<file path="src/rtl/fifo_package.sv">
// fifo_package: shared FIFO data width plus stream source state type and sizing defaults.
package fifo_package;
  localparam int DATA_WIDTH = 7;
  localparam int LEN_WIDTH = 8;
  localparam int STALL_CNT_WIDTH = 16;
  typedef enum logic [1:0] {IDLE, SEND, DONE} stream_src_state_t;
endpackage

</file>
<file path="src/rtl/stream_src_datagen.sv">
// stream_src_datagen: burst data word register, loaded with base and advanced by a captured step.
module stream_src_datagen #(
  parameter int W = 8
) (
  input  logic         clk,
  input  logic         rst_n,
  input  logic         load,
  input  logic         advance,
  input  logic [W-1:0] base,
  input  logic [W-1:0] step,
  output logic [W-1:0] data
);
  logic [W-1:0] step_q;
  always_ff @(posedge clk or negedge rst_n)
    if (!rst_n) begin
      data <= '0;
      step_q <= '0;
    end else if (load) begin
      data <= base;
      step_q <= step;
    end else if (advance) data <= data + step_q;
endmodule

</file>
<file path="src/rtl/fifo_stream_source.sv">
// fifo_stream_source: arithmetic-sequence burst source for the FIFO write side.
// Optional STREAM_SRC_STALL_CNT_EN adds a saturating stall_cnt_o.
module fifo_stream_source #(
  parameter int LEN_WIDTH = fifo_package::LEN_WIDTH
`ifdef STREAM_SRC_STALL_CNT_EN
  , parameter int STALL_CNT_WIDTH = fifo_package::STALL_CNT_WIDTH
`endif
) (
  input  logic                              clk,
  input  logic                              rst_n,
  input  logic                              start_i,
  input  logic [LEN_WIDTH-1:0]              len_i,
  input  logic [fifo_package::DATA_WIDTH:0] base_i,
  input  logic [fifo_package::DATA_WIDTH:0] step_i,
  input  logic                              abort_i,
  output logic                              valid_o,
  output logic [fifo_package::DATA_WIDTH:0] data_o,
  input  logic                              grant_i,
  output logic                              busy_o,
  output logic                              done_o,
  output logic                              aborted_o,
  output logic [LEN_WIDTH-1:0]              sent_cnt_o
`ifdef STREAM_SRC_STALL_CNT_EN
  , output logic [STALL_CNT_WIDTH-1:0]      stall_cnt_o
`endif
);
  import fifo_package::stream_src_state_t;
  import fifo_package::IDLE;
  import fifo_package::SEND;
  import fifo_package::DONE;
  stream_src_state_t state, state_nxt;
  logic [LEN_WIDTH-1:0] len_q;
  logic abort_pend, launch, xfer, last, abort_now;
  assign launch = state == IDLE && start_i;
  assign xfer = state == SEND && grant_i;
  assign last = sent_cnt_o == len_q - LEN_WIDTH'(1);
  assign abort_now = abort_i || abort_pend;
  // Outputs decode straight from flops so grant_i never reaches them combinationally.
  assign valid_o = state == SEND;
  assign busy_o = state != IDLE;
  assign done_o = state == DONE;
  always_comb begin
    state_nxt = state;
    state_nxt = state == DONE ? IDLE :
                state == SEND ? (xfer && (last || abort_now) ? DONE : SEND) :
                launch ? (len_i == '0 ? DONE : SEND) : IDLE;
  end
  always_ff @(posedge clk or negedge rst_n)
    if (!rst_n) begin
      state <= IDLE;
      len_q <= '0;
      sent_cnt_o <= '0;
      abort_pend <= 1'b0;
      aborted_o <= 1'b0;
    end else begin
      state <= state_nxt;
      if (launch) begin
        len_q <= len_i;
        sent_cnt_o <= '0;
        abort_pend <= 1'b0;
        aborted_o <= 1'b0;
      end else if (state == SEND) begin
        abort_pend <= abort_now;
        if (xfer) sent_cnt_o <= sent_cnt_o + LEN_WIDTH'(1);
        // Normal completion on the last word wins over a pending abort.
        if (xfer && !last && abort_now) aborted_o <= 1'b1;
      end
    end
  stream_src_datagen #(.W(fifo_package::DATA_WIDTH + 1)) u_datagen (
    .clk(clk),
    .rst_n(rst_n),
    .load(launch),
    .advance(xfer),
    .base(base_i),
    .step(step_i),
    .data(data_o)
  );
`ifdef STREAM_SRC_STALL_CNT_EN
  always_ff @(posedge clk or negedge rst_n)
    if (!rst_n) stall_cnt_o <= '0;
    else if (launch) stall_cnt_o <= '0;
    else if (state == SEND && !grant_i && stall_cnt_o != '1) stall_cnt_o <= stall_cnt_o + STALL_CNT_WIDTH'(1);
`endif
endmodule

</file>
<file path="config.mk">
export PLATFORM = sky130hd
export DESIGN_NAME = fifo_stream_source
export DESIGN_NICKNAME = d
export VERILOG_FILES = /design/src/rtl/fifo_package.sv /design/src/rtl/stream_src_datagen.sv /design/src/rtl/fifo_stream_source.sv
export SDC_FILE = /design/constraint.sdc
export NUM_CORES = 1
export LEC_CHECK = 0
export ABC_AREA = 1
export CORE_UTILIZATION = 50
export DETAILED_ROUTE_END_ITERATION = 12
export HOLD_SLACK_MARGIN = 0.03
export PLACE_DENSITY = 0.89
export REMOVE_ABC_BUFFERS = 1
export SLEW_MARGIN = 0
export SYNTH_ARGS = -nofsm -noshare
export SYNTH_HDL_FRONTEND = slang
export SYNTH_SLANG_ARGS = --single-unit
</file>
<file path="constraint.sdc">
create_clock -name clk -period 1.8 [get_ports clk]
set_input_delay 0.45 -clock clk [delete_from_list [all_inputs] [get_ports clk]]
set_output_delay 0.45 -clock clk [all_outputs]
set_load 0.1 [all_outputs]
</file>
==> out/qor.yml <==
violations: "negative setup slack"
worstSetupPathType: "reg -> reg"
cts-root-buf: "clkbuf_8"
hold_path.class: "reg -> reg"
pwr_density_cell_nw_per_um2: 2050
core_area_um2: 4030
relSlewSlack: 0.761
grt_usage: 0.292
vias_per_cell: 5.49
cp-end-kind: "register"
critPathMaxFanout: 2
synth-seq-cells: 36
die_area_um2: 4490
period_share: 1.00
cp-start-kind: "register"
drive_gt1_frac: 0.212
required_ps: 1970
cts_buffers: 5
wirelength_um: 6160
initial_core_util: 0.524
hpwl_um: 4210
fmax_mhz: 554
fp.dieH_um: 67.0
clockBufferDepth: 2
fin_nets: 387
dp.cells: 382
ys_warn_count: 0
dr_total_vias: 2189
grt_pass1_wl_um: 9350
clkLatencyLatePin_ps: 300
hold_violations: 0
rsz0062_at_grt: "yes"
synth_seq_area_share: 0.427
status: "finished, violations left"
grt_pass1_vias: 2024
netSwitchingFraction: 0.503
clk_pin_slew_ps: 80
num_antenna_cells: 0
n_fill_cell: 247
place_area_um2: 2920
irDropWorstVdd_mv: 1.48
wl_per_cell_um: 15.4
clock_sinks: 36
drtIter0Drc: 155
worst_slew_pin_slew_ps: 356
final_core_util: 0.783
fp-row-count: 23
syn_area_um2: 2110
areaGrowthSynthToFinish_pct: 49.3
regArea_um2: 902
syn_avg_cell_area_um2: 7.57
drv_cap: 0
portBuffers: 48
final_common_cell: "nand2_1"
gr-total-overflow: 0
drt_first_pass_iters: 5
htree_levels: 2
p_seq_frac: 0.229
synthDistinctLibCells: 29
cts-hold-fix-buffers: 0
p_int_w: 0.00322
power.total_w: 0.00648
io_pins: 49
synth_cells: 279
power.share.clock: 0.121
final_cell_mix: "nand2_1 (90), dfrtp_1 (35), inv_1 (31)"
fp.dieW_um: 67.0
fin_skew_ps: 10.8
power.net_switching_w: 0.00326
cts_tree: "yes"
period_needed_ps: 1800
final_max_slew_viol_count: 0
grt_max_degree: 37
multi_input_area_um2: 1080
ant_nets: 0
setup_ws_ps: -4.49
instances_no_fill: 399
p_comb_frac: 0.650
arrival_ps: 1980
finalSetupViolations: 1
antenna_found_initial: 0
design_area_um2: 3150
drc: 0
p_leak_nw: 1.56
gp_congestion: 0.828
cell usage after synthesis, drive strengths merged:
cell / count / area share
a21o: 1 / 0.0036
a21oi: 12 / 0.028
buf: 2 / 0.0047
clkbuf: 3 / 0.0053
clkinv: 1 / 0.0018
dfrtp: 36 / 0.43
fa: 1 / 0.0095
ha: 9 / 0.053
inv: 38 / 0.068
nand2: 95 / 0.17
nand3: 15 / 0.038
nand4: 3 / 0.0089
nor2: 21 / 0.047
nor3: 5 / 0.020
nor3b: 1 / 0.0059
o211ai: 4 / 0.014
o21ai: 22 / 0.052
or2: 1 / 0.0030
xnor2: 5 / 0.021
xor2: 4 / 0.017
sequential cells by signal (all words and copies together), names as in the netlist:
register and count:
sent_cnt_o 8, aborted_o 1, u_datagen.step_q 8, u_datagen.data 8, state 2, abort_pend 1, len_q 8
final timing paths:
path	endpoint	slack, ps	start	cells past startpoint
min	u_datagen.step_q[3]	480	u_datagen.step_q[3]	2
max reg2reg	u_datagen.data[6]	-4	u_datagen.data[0]	12
max in group asynchronous	sent_cnt_o[4]	1080	rst_n	2
min in group asynchronous	len_q[6]	520	rst_n	2
max	u_datagen.data[6]	-4	u_datagen.data[0]	12
min reg2reg	u_datagen.step_q[3]	480	u_datagen.step_q[3]	2
what timing repair did:
item                       4_1_cts  5_1_grt
pin swaps                        3        5
resized for setup                9        4
setup buffers                    4        5
gates cloned                     0        0
setup endpoints to repair        1        3
kinds of logic after synthesis:
kind of cell               Yosys count  synth area share
and+or+nand+nor                    141             0.296
buffers and inverters               44            0.0794
AOI/OAI and AO/OA                   39            0.0983
DFF                                 36             0.427
adders and majority gates           10            0.0628
xor gates and xnor gates             9            0.0373
area by class of cell:
type / count / share of cell area
multi-input cells: 199 / 0.343
inverters: 39 / 0.0464
repair buffers: 67 / 0.265
clock inverters: 1 / 0.00952
well taps: 50 / 0.0198
flip-flops and latches: 36 / 0.286
clock buffers: 7 / 0.0305
critical path: stages (launching register included):
cell and delay (ps):
dfrtp_1 370, ha_2 200, inv_2 40, fa_2 350
inv_2 80, nand3_2 70, nand2_2 100, nand2_2 70
nand2_2 70, a21oi_2 60, xnor2_1 120, nand2_1 70
nand3_1 70
metal layers:
metal	global-route usage	up-vias	wire length, um
li1	-	1017	-
met1	0.343	1039	2390
met2	0.485	109	3130
met3	0.0651	24	428
met4	0.173	0	212
met5	0	-	0
power by group through the flow:
stage / sequential, W / clock (W) / combinational (W)
final: 0.00148 / 0.000785 / 0.00421
after global routing: 0.00152 / 0.000830 / 0.00448
after CTS: 0.00148 / 0.000788 / 0.00401
after detailed placement: 0.00148 / 0 / 0.00381
after global placement: 0.00146 / 0 / 0.00367
after floorplan: 0.00222 / 0 / 0.00174
metrics by stage:
| step | setup slack, ps | TNS (ps) | hold WS (ps) |
|---|---|---|---|
| 2_1_floorplan | -547 | -3010 | 154 |
| 3_3_place_gp | 22.0 | 0 | 463 |
| 3_5_place_dp | -61.2 | -141 | 470 |
| 4_1_cts | -0.480 | -0.480 | 488 |
| 5_1_grt | -90.0 | -95.5 | 510 |
| 6_report | -4.49 | -4.49 | 484 |
No activity file was read; power rests on OpenSTA's default activity.
